File: src/rtl/eth_rx_ram_arbiter.sv
// eth_rx_ram_arbiter
// Controller for the received-packet dual-port RAM. One RAM port is shared
// between the ingress writer (requester 0) and the ecpri_rx reader
// (requester 1) using round-robin arbitration with a burst limit. The block
// also holds a small FIFO of completed-packet lengths and drives the
// recv_pkt/pkt_ack handshake towards ecpri_rx.
//
// Ports
//   clk, reset            single clock, synchronous active-high reset
//   req_0/gnt_0/addr_0/wdata_0/we_0   writer request, grant and command
//   req_1/gnt_1/addr_1/rdata_1/rvalid_1  reader request, grant and read data
//   ram_cs/ram_we/ram_oe/ram_addr/ram_wdata/ram_rdata  RAM command bus
//   pkt_done/pkt_len_in   writer pushes a completed frame length
//   recv_pkt/pkt_len_out  descriptor available / head length
//   pkt_ack               reader pops the head descriptor
//   desc_ovf              sticky: descriptor dropped on a full FIFO
//
// Optional feature (macro ARB_STATS_EN): adds saturating 16-bit counters
//   stat_gnt0_cnt, stat_gnt1_cnt, stat_conflict_cnt.
module eth_rx_ram_arbiter #(
  parameter int DATA_WIDTH = 8,
  parameter int ADDR_WIDTH = 16,
  parameter int MAX_BURST  = 16,
  parameter int DESC_DEPTH = 4
) (
  input  logic                  clk,
  input  logic                  reset,
  input  logic                  req_0,
  output logic                  gnt_0,
  input  logic [ADDR_WIDTH-1:0] addr_0,
  input  logic [DATA_WIDTH-1:0] wdata_0,
  input  logic                  we_0,
  input  logic                  req_1,
  output logic                  gnt_1,
  input  logic [ADDR_WIDTH-1:0] addr_1,
  output logic [DATA_WIDTH-1:0] rdata_1,
  output logic                  rvalid_1,
  output logic                  ram_cs,
  output logic                  ram_we,
  output logic                  ram_oe,
  output logic [ADDR_WIDTH-1:0] ram_addr,
  output logic [DATA_WIDTH-1:0] ram_wdata,
  input  logic [DATA_WIDTH-1:0] ram_rdata,
  input  logic                  pkt_done,
  input  logic [15:0]           pkt_len_in,
  output logic                  recv_pkt,
  output logic [15:0]           pkt_len_out,
  input  logic                  pkt_ack,
`ifdef ARB_STATS_EN
  output logic [15:0]           stat_gnt0_cnt,
  output logic [15:0]           stat_gnt1_cnt,
  output logic [15:0]           stat_conflict_cnt,
`endif
  output logic                  desc_ovf
);

  localparam int BW = (MAX_BURST > 1) ? $clog2(MAX_BURST) : 1;
  localparam int PW = $clog2(DESC_DEPTH);
  localparam int CW = PW + 1;
  localparam logic [BW-1:0] BURST_LAST = BW'(MAX_BURST - 1);

  typedef enum logic [1:0] {IDLE, OWN0, OWN1} state_e;

  state_e          state_q, state_d;
  logic            rr_q, rr_d;        // 0 favours writer, 1 favours reader
  logic [BW-1:0]   burst_q, burst_d;
  logic            gnt0_q, gnt1_q;
  logic            burst_at_max;

  // The counter saturates so a long solo burst still yields promptly once
  // the other requester shows up.
  assign burst_at_max = (burst_q == BURST_LAST);

  always_comb begin
    state_d = state_q;
    rr_d    = rr_q;
    burst_d = burst_q;
    case (state_q)
      IDLE: begin
        if (req_0 && req_1) state_d = rr_q ? OWN1 : OWN0;
        else if (req_0)     state_d = OWN0;
        else if (req_1)     state_d = OWN1;
      end
      OWN0: begin
        if (!req_0)                    state_d = req_1 ? OWN1 : IDLE;
        else if (burst_at_max && req_1) state_d = OWN1;
      end
      OWN1: begin
        if (!req_1)                    state_d = req_0 ? OWN0 : IDLE;
        else if (burst_at_max && req_0) state_d = OWN0;
      end
      default: state_d = IDLE;
    endcase
    if (state_q == OWN0 && state_d != OWN0) rr_d = 1'b1;
    if (state_q == OWN1 && state_d != OWN1) rr_d = 1'b0;
    if (state_d != state_q)                    burst_d = '0;
    else if (state_q != IDLE && !burst_at_max) burst_d = burst_q + 1'b1;
  end

  // Grants are registered from the next state, so they rise one cycle
  // after the arbitration decision.
  always_ff @(posedge clk) begin
    if (reset) begin
      state_q <= IDLE;
      rr_q    <= 1'b0;
      burst_q <= '0;
      gnt0_q  <= 1'b0;
      gnt1_q  <= 1'b0;
    end else begin
      state_q <= state_d;
      rr_q    <= rr_d;
      burst_q <= burst_d;
      gnt0_q  <= (state_d == OWN0);
      gnt1_q  <= (state_d == OWN1);
    end
  end

  assign gnt_0 = gnt0_q;
  assign gnt_1 = gnt1_q;

  // RAM command register and read-valid pipeline
  logic                  acc0, acc1;
  logic                  ram_cs_q, ram_we_q, ram_oe_q;
  logic [ADDR_WIDTH-1:0] ram_addr_q;
  logic [DATA_WIDTH-1:0] ram_wdata_q;
  logic                  rd_vld_p1_q, rd_vld_p2_q;

  assign acc0 = gnt0_q & req_0;
  assign acc1 = gnt1_q & req_1;

  always_ff @(posedge clk) begin
    if (reset) begin
      ram_cs_q    <= 1'b0;
      ram_we_q    <= 1'b0;
      ram_oe_q    <= 1'b0;
      ram_addr_q  <= '0;
      ram_wdata_q <= '0;
      rd_vld_p1_q <= 1'b0;
      rd_vld_p2_q <= 1'b0;
    end else begin
      ram_cs_q    <= acc0 | acc1;
      ram_we_q    <= acc0 & we_0;
      ram_oe_q    <= acc1;
      rd_vld_p1_q <= acc1;
      rd_vld_p2_q <= rd_vld_p1_q;
      if (acc0) begin
        ram_addr_q  <= addr_0;
        ram_wdata_q <= wdata_0;
      end else if (acc1) begin
        ram_addr_q  <= addr_1;
      end
    end
  end

  assign ram_cs    = ram_cs_q;
  assign ram_we    = ram_we_q;
  assign ram_oe    = ram_oe_q;
  assign ram_addr  = ram_addr_q;
  assign ram_wdata = ram_wdata_q;
  assign rdata_1   = ram_rdata;
  assign rvalid_1  = rd_vld_p2_q;

  // Descriptor FIFO
  logic [15:0]   desc_mem [DESC_DEPTH];
  logic [PW-1:0] wptr_q, rptr_q;
  logic [CW-1:0] count_q;
  logic          ovf_q;
  logic          empty, full, push, pop;

  assign empty = (count_q == '0);
  assign full  = (count_q == CW'(DESC_DEPTH));
  assign pop   = pkt_ack & ~empty;
  // A push into a full FIFO still succeeds when the head leaves this cycle.
  assign push  = pkt_done & (~full | pop);

  always_ff @(posedge clk) begin
    if (push) desc_mem[wptr_q] <= pkt_len_in;
  end

  always_ff @(posedge clk) begin
    if (reset) begin
      wptr_q  <= '0;
      rptr_q  <= '0;
      count_q <= '0;
      ovf_q   <= 1'b0;
    end else begin
      if (push) wptr_q <= wptr_q + 1'b1;
      if (pop)  rptr_q <= rptr_q + 1'b1;
      count_q <= count_q + CW'(push) - CW'(pop);
      if (pkt_done && full && !pop) ovf_q <= 1'b1;
    end
  end

  assign recv_pkt    = ~empty;
  assign pkt_len_out = empty ? 16'h0000 : desc_mem[rptr_q];
  assign desc_ovf    = ovf_q;

`ifdef ARB_STATS_EN
  logic [15:0] st_g0_q, st_g1_q, st_cf_q;
  logic        conflict;

  assign conflict = (gnt0_q & req_1) | (gnt1_q & req_0);

  always_ff @(posedge clk) begin
    if (reset) begin
      st_g0_q <= '0;
      st_g1_q <= '0;
      st_cf_q <= '0;
    end else begin
      if (gnt0_q && st_g0_q != 16'hFFFF)   st_g0_q <= st_g0_q + 1'b1;
      if (gnt1_q && st_g1_q != 16'hFFFF)   st_g1_q <= st_g1_q + 1'b1;
      if (conflict && st_cf_q != 16'hFFFF) st_cf_q <= st_cf_q + 1'b1;
    end
  end

  assign stat_gnt0_cnt     = st_g0_q;
  assign stat_gnt1_cnt     = st_g1_q;
  assign stat_conflict_cnt = st_cf_q;
`endif

endmodule

File: config.mk
export PLATFORM = sky130hd
export DESIGN_NAME = eth_rx_ram_arbiter
export DESIGN_NICKNAME = d
export VERILOG_FILES = /design/src/rtl/eth_rx_ram_arbiter.sv
export SDC_FILE = /design/constraint.sdc
export NUM_CORES = 1
export LEC_CHECK = 0
export BUFFER_PORTS_ARGS = -buffer_cell sky130_fd_sc_hd__clkbuf_2
export CAP_MARGIN = 20
export CORE_UTILIZATION = 30
export CTS_CLUSTER_DIAMETER = 30
export DETAILED_ROUTE_END_ITERATION = 7
export GPL_TIMING_DRIVEN = 0
export HOLD_SLACK_MARGIN = 0.03
export MAX_ROUTING_LAYER = met4
export PLACE_DENSITY = 0.54
export SLEW_MARGIN = 20
export SYNTH_ARGS = -nofsm -noshare
export SYNTH_HDL_FRONTEND = slang
export SYNTH_SLANG_ARGS = --single-unit
File: constraint.sdc
create_clock -name clk -period 3.8 [get_ports clk]
set_input_delay 0.76 -clock clk [delete_from_list [all_inputs] [get_ports clk]]
set_output_delay 0.76 -clock clk [all_outputs]
set_load 0.02 [all_outputs]
==> results of run 1 <==
==> registers in the layout, indices dropped and copies added, names as in the netlist, 2 cells and up, named ones only <==
signal and flops:
state_q 2, desc_mem 64, ram_addr 16, rptr_q 2
ram_wdata 8, wptr_q 2, count_q 3, burst_q 4
==> Yosys cell counts (all sizes together) <==
cell type	instances	area [um2]
a2111oi	1	15.0
nand3b	1	7.51
and2	22	140
edfxtp	64	1920
o221ai	2	17.5
o22ai	1	6.26
a21oi	17	88.8
nor3	4	20.0
nor2b	5	31.3
nand2b	3	18.8
buf	23	155
nor3b	2	15.0
o21ai	3	15.0
or3	1	6.26
and3	3	18.8
ha	7	87.6
xor2	1	8.76
xnor2	5	51.3
fa	1	20.0
mux4	16	360
a31oi	1	6.26
or4b	1	10.0
dfxtp	47	941
o2111ai	1	8.76
mux2	1	11.3
or2b	1	7.51
nor2	26	97.6
nand2	55	206
nor4b	1	8.76
mux2i	5	50.1
inv	7	26.3
nand3	2	10.0
a311oi	17	149
clkbuf	9	33.8
==> routing by layer <==
metal | wire length [um] | GRT usage, % | up-vias
met5 | 0 | - | -
li1 | - | - | 1522
met3 | 733 | 4.45 | 11
met1 | 4260 | 15.6 | 1478
met2 | 4520 | 21.9 | 126
met4 | 129 | 4.73 | 0
==> worst max-delay path by stage <==
stage | start | end | slack, ps
after floorplan | pkt_ack | count_q[2]$_SDFF_PP0_ | 1280
after global placement | pkt_ack | count_q[2]$_SDFF_PP0_ | 990
after detailed placement | pkt_ack | count_q[2]$_SDFF_PP0_ | 950
after CTS | register | pkt_len_out[8] | 920
after global routing | register | pkt_len_out[8] | 870
final | register | pkt_len_out[8] | 970
==> area by class of cell <==
| cell class | count | area share, % |
|---|---|---|
| plain buffers | 32 | 3.31 |
| clock buffers | 11 | 4.43 |
| clock inverters | 5 | 1.12 |
| inverters | 7 | 0.461 |
| multi-input cells | 206 | 26.2 |
| flip-flops and latches | 111 | 50.2 |
| well taps | 184 | 4.04 |
| repair buffers | 117 | 10.3 |
==> worst min-delay path, stage by stage, from the launching register on <==
cell and delay (ps):
dfxtp_1 310, nand2_1 50, a21oi_1 50
==> power by group <==
part,total [W],switching (W),internal [W]
sequential,0.00143,0.0000443,0.00138
combinational,0.000913,0.000517,0.000396
clock,0.000993,0.000438,0.000555
total,0.00333,0.00100,0.00233
==> kinds of logic after synthesis <==
kind of cell	after synthesis
and+or+nand+nor	127
DFF	111
AOI/OAI and AO/OA	43
buffers and inverters	39
muxes	22
adders and majority gates	8
xor gates and xnor gates	6
==> stage by stage <==
step	setup WS, ps	area, um2	power, W	util [%]
2_1_floorplan	1280	4570	0.00209	-
3_3_place_gp	988	5390	0.00237	36.7
3_5_place_dp	947	5390	0.00239	36.7
4_1_cts	915	5700	0.00339	38.8
5_1_grt	866	5700	0.00351	38.8
6_report	969	5700	0.00333	38.8
==> flow_summary.json, run 1 <==
{
  "path_cells": "clkbuf_1, buf_2, mux4_2, and2_1, clkbuf_2",
  "grt_pass1_vias": 3179,
  "fmax_ghz": 0.353,
  "slowest_delay_ps": 370,
  "clockBufferDepth": 2,
  "whs_path_depth": 2,
  "final_cell_mix": "clkbuf_2 (117), edfxtp_1 (64), nand2_1 (55)",
  "syn-instance-count": 356,
  "r2r_end": "count_q[2]$_SDFF_PP0_",
  "hpwl_um": 6800,
  "syn_avg_cell_area_um2": 12.8,
  "outcome": "finished, violations left",
  "crit_arrival_ps": 2070,
  "die_h_um": 125,
  "ys_ff_latch": 111,
  "grt_max_degree": 19,
  "relSlewSlack_pct": 38.0,
  "antenna_found_initial": 0,
  "gp_congestion": 0.734,
  "finalCritPeriodShare_pct": 74.5,
  "fin_nets": 563,
  "pin_count": 127,
  "wl_per_cell_um": 14.3,
  "synth_compound_area_share_pct": 6.70,
  "path_delay_family": "buffers and inverters",
  "setup_violations": 0,
  "routed_wl_um": 9650,
  "synth-adder-area-share_pct": 2.35,
  "vias": 3137,
  "fin_setup_tns_ps": 0,
  "yosys.area_share.simple_pct": 13.1,
  "area_growth_pct": 24.8,
  "drive_above_1_share_pct": 35.6,
  "cts.sinks": 111,
  "critPathSlowestCell": "clkbuf_1",
  "muxShareOfSynthArea_pct": 9.22,
  "worst_slew_pin_slew_ps": 929,
  "finalCriticalPeriod_ps": 2830,
  "initial_core_util_pct": 31.1,
  "cp_num_cells": 5,
  "worstHoldStart": "ram_wdata[1]$_SDFFE_PP0P_",
  "numCtsBuffers": 9,
  "r2r_slack_ps": 1380,
  "ir_drop_uv": 278,
  "via_per_inst": 4.66,
  "n_antenna_cell": 0,
  "slew_violations": 0,
  "dieArea_um2": 15700,
  "firstDrtPassIters": 8,
  "final.setup_skew_ps": 4.36,
  "layout.cells.most_common": "clkbuf_2",
  "synthDistinctLibCells": 41,
  "synth.cell_area_um2": 4570,
  "clockRootBuffer": "clkbuf_16",
  "start_kind": "register",
  "leakage_nw": 2.26,
  "overflow": 0,
  "ant_nets": 0,
  "min_to": "ram_wdata[1]$_SDFFE_PP0P_",
  "fin_cells": 673,
  "fp.dieW_um": 125,
  "power_density_nw_per_um2": 584,
  "post-cts-setup-buffers": 0,
  "multi_input_area_um2": 1490,
  "dp.cells": 657,
  "cp_num_buf_inv": 3,
  "clkTransAtPathRegs_ps": 70,
  "core_area_um2": 14700,
  "crit_required_ps": 3040,
  "n_fill_cell": 1428,
  "final-hold-violation-count": 0,
  "r2r-start": "count_q[1]$_SDFF_PP0_",
  "synth_xor_area_share_pct": 1.31,
  "grt_first_pass_wirelength_um": 15700,
  "ctsResizeCount": 0,
  "r2r_cells": 10,
  "htree_levels": 3,
  "ys_seq_area_share_pct": 62.6,
  "rsz0062_at_grt": "false",
  "synth_top_family_by_area": "simple AND/OR/NAND/NOR gates",
  "crit_fanout": 10,
  "failed_checks": "design-rule violations",
  "maxCapViolations": 0,
  "hold_slack_ps": 458,
  "io_buffers": 117,
  "synth_nets": 435,
  "hold_class": "register to register",
  "cp-end-kind": "primary output",
  "row_count": 44,
  "grtUsageTotal_pct": 13.5,
  "regArea_um2": 2860,
  "hold_buffers": 0,
  "clk_latency_ps": 350,
  "drtIter0Drc": 113,
  "cts_tree": "done",
  "critPathKind": "register to primary output",
  "synth.yosys.warnings": 0,
  "drc": 5
}
Note: power is estimated with default switching activity, not from simulation.
==> inputs of run 2 (changes only) <==
--- a/config.mk
+++ b/config.mk
@@ -5,6 +5,7 @@
 export SDC_FILE = /design/constraint.sdc
 export NUM_CORES = 1
 export LEC_CHECK = 0
+export ABC_AREA = 1
 export BUFFER_PORTS_ARGS = -buffer_cell sky130_fd_sc_hd__clkbuf_2
 export CAP_MARGIN = 20
 export CORE_UTILIZATION = 30
==> constraint.sdc (replaced) <==
create_clock -name clk -period 2.62 [get_ports clk]
set_input_delay 0.524 -clock clk [delete_from_list [all_inputs] [get_ports clk]]
set_output_delay 0.524 -clock clk [all_outputs]
set_load 0.02 [all_outputs]
==> run 2 against run 1 <==
Core utilization increased by 0.094 points. Register-to-register slack got worse by 1000 ps. Clock skew increased by 2.4 ps. Total power increased by 43%. Design area is 0.24% higher. The run still ends with design-rule violations left. Clock power is 26% higher. Critical endpoint is now pkt_len_out[9]. Count of clock-buffer cells in the layout is the same. Setup slack got worse by 730 ps. Via count grew 16%. Final cell count rose by 18%. First-iteration DRC count up 31%. Worst hold slack worse by 76 ps.
==> flow_summary.json, run 2 <==
{
  "synth_compound_area_share_pct": 11.3,
  "met1_usage_pct": 17.3,
  "drive_above_1_share_pct": 27.2,
  "dieArea_um2": 15700,
  "netlist.area_leader.share_pct": 42.1,
  "relSlewSlack_pct": 63.8,
  "slew_violations": 0,
  "ys_ff_latch": 111,
  "start_kind": "register",
  "grt_max_degree": 18,
  "clockRootBuffer": "clkbuf_16",
  "failed_checks": "design-rule violations",
  "syn_avg_cell_area_um2": 9.61,
  "worst_slew_pin_slew_ps": 541,
  "synth-edff-count": 64,
  "synth_top_family_by_area": "simple AND/OR/NAND/NOR gates",
  "leakage_nw": 2.37,
  "initial_core_util_pct": 31.1,
  "rsz0062_at_grt": "false",
  "ir_drop_uv": 344,
  "maxCapViolations": 0,
  "cts_tree": "done",
  "drc": 5,
  "grtUsageTotal_pct": 15.1,
  "numCtsBuffers": 9,
  "synthTopCellsByCount": "nor2_1 (139), edfxtp_1 (64), o21ai_0 (48), dfxtp_1 (47), a21oi_1 (41)",
  "synthDistinctLibCells": 24,
  "die_h_um": 125,
  "synth.cell_area_um2": 4570,
  "grtUsageMet3_pct": 4.88,
  "async_flop_share_pct": 0,
  "row_count": 44,
  "fmax_ghz": 0.420,
  "fin_setup_tns_ps": 0,
  "core_area_um2": 14700,
  "clkTransAtPathRegs_ps": 70,
  "synth_nets": 554,
  "gp_congestion": 0.814,
  "fin_nets": 686,
  "synth-adder-area-share_pct": 2.36,
  "n_antenna_cell": 0,
  "synth.yosys.warnings": 0,
  "critPathKind": "register to primary output",
  "area_growth_pct": 25.2,
  "overflow": 0,
  "yosys.area_share.simple_pct": 16.0,
  "hold_buffers": 0,
  "layout.cells.most_common": "nor2_1",
  "outcome": "finished, violations left",
  "largest_reg_flops": 64,
  "power_density_nw_per_um2": 831,
  "finalCritPeriodShare_pct": 90.8,
  "crit_required_ps": 2100,
  "ys_seq_area_share_pct": 62.7,
  "io_buffers": 117,
  "firstDrtPassIters": 8,
  "grt-busiest-layer": "met2",
  "clk_latency_ps": 350,
  "hpwl_um": 8080,
  "final.setup_skew_ps": 6.80,
  "final-hold-violation-count": 0,
  "hold_class": "primary input to register",
  "routed_wl_um": 11100,
  "clockBufferDepth": 2,
  "cp-end-kind": "primary output",
  "setup_violations": 0,
  "grt_first_pass_wirelength_um": 17900,
  "crit_arrival_ps": 1850,
  "cts.sinks": 111,
  "worst_slack_ps": 242,
  "grt_pass1_vias": 3621,
  "yosysTopAreaCell": "edfxtp_1",
  "dp_worst_setup_slack_ps": 359,
  "top_register": "desc_mem",
  "synth_ff_type": "edfxtp_1",
  "muxShareOfSynthArea_pct": 0.247,
  "fp.dieW_um": 125,
  "final_cell_mix": "nor2_1 (135), clkbuf_2 (120), edfxtp_1 (64)",
  "antenna_found_initial": 0,
  "vias": 3642,
  "htree_levels": 3,
  "synthTopCellsByArea": "edfxtp_1 (42%), dfxtp_1 (21%), nor2_1 (11%), o21ai_0 (5.3%), a21oi_1 (4.5%)",
  "finalCriticalPeriod_ps": 2380,
  "syn-instance-count": 475,
  "wl_per_cell_um": 14.0,
  "pin_count": 127,
  "crit_fanout": 10,
  "drtIter0Drc": 148,
  "grtUsageMet2_pct": 25.3,
  "ant_nets": 0,
  "via_per_inst": 4.58,
  "yosysMostFrequentCell": "nor2_1",
  "synth_xor_area_share_pct": 0.959
}
-- run 2: changes by cell type after synthesis, moves of 16 or more --
cell	delta
o21ai_0	+47
nor2_1	+113
inv_1	+23
nand2_1	-23
mux4_2	-16
and2_1	-21
a311oi_1	-17
a21oi_1	+25
-- run 2: cell families (layout without fill, tap and decap cells) --
family | count (synthesis) | after routing
adder cells (fa/ha/maj) | 8 | 8
buffers and inverters | 62 | 198
multiplexers | 1 | 1
AND/OR/NAND/NOR | 185 | 185
XOR/XNOR | 5 | 5
flip-flops | 111 | 111
AO/OA/AOI/OAI | 103 | 103
-- run 2: area by class of cell --
| class | instances | area (um2) |
|---|---|---|
| multi-input cells | 302 | 1420 |
| well taps | 184 | 230 |
| plain buffers | 30 | 178 |
| clock buffers | 11 | 233 |
| repair buffers | 121 | 642 |
| inverters | 32 | 120 |
| flip-flops and latches | 111 | 2860 |
| clock inverters | 4 | 32.5 |
| fillers | 1484 | 8980 |
-- run 2: what timing repair did --
| action | CTS | global route |
|---|---|---|
| setup endpoints to repair | 0 | 9 |
| hold endpoints to repair | 0 | 0 |
| buffers inserted | 0 | 0 |
| gates resized for setup | 0 | 6 |
-- run 2: worst max-delay path: stages, from the launching register on --
cell and delay (ps):
dfxtp_1 370, nor3_4 510, buf_2 360, a21oi_1 90, clkbuf_2 170
-- run 2: path summary, 6_finish.rpt --
path | from | depth (start not counted) | slack [ps] | to
worst max-delay path | count_q[2]$_SDFF_PP0_ | 4 | 240 | pkt_len_out[9]
worst min-delay path | we_0 | 3 | 380 | ram_we$_SDFF_PP0_
worst min register to register | rd_vld_p1_q$_SDFF_PP0_ | 2 | 440 | rvalid_1$_SDFF_PP0_
worst max register to register | count_q[2]$_SDFF_PP0_ | 8 | 380 | count_q[2]$_SDFF_PP0_
-- run 2: through the flow --
step	instance area [um2]	util [%]	cells	hold slack, ps	total power (W)
detailed placement	5450	37.1	780	423	0.00355
floorplan	4570	-	475	436	0.00302
CTS	5710	38.9	795	367	0.00480
finish	5720	38.9	795	382	0.00475
global route	5720	38.9	795	382	0.00502
global placement	5380	36.6	776	430	0.00350
-- run 2: report_power, final --
group / switching [W] / total (W) / leakage [nW] / internal [W]
logic: 0.000955 / 0.00142 / 1.28 / 0.000463
clock network: 0.000606 / 0.00125 / 0.122 / 0.000646
registers: 0.0000795 / 0.00208 / 0.971 / 0.00200
total: 0.00164 / 0.00475 / 2.37 / 0.00311
-- run 2: metal layers --
| layer | routed length (um) | vias up |
|---|---|---|
| met3 | 828 | 13 |
| met1 | 4840 | 1671 |
| li1 | - | 1830 |
| met4 | 134 | 0 |
| met5 | 0 | - |
| met2 | 5290 | 128 |
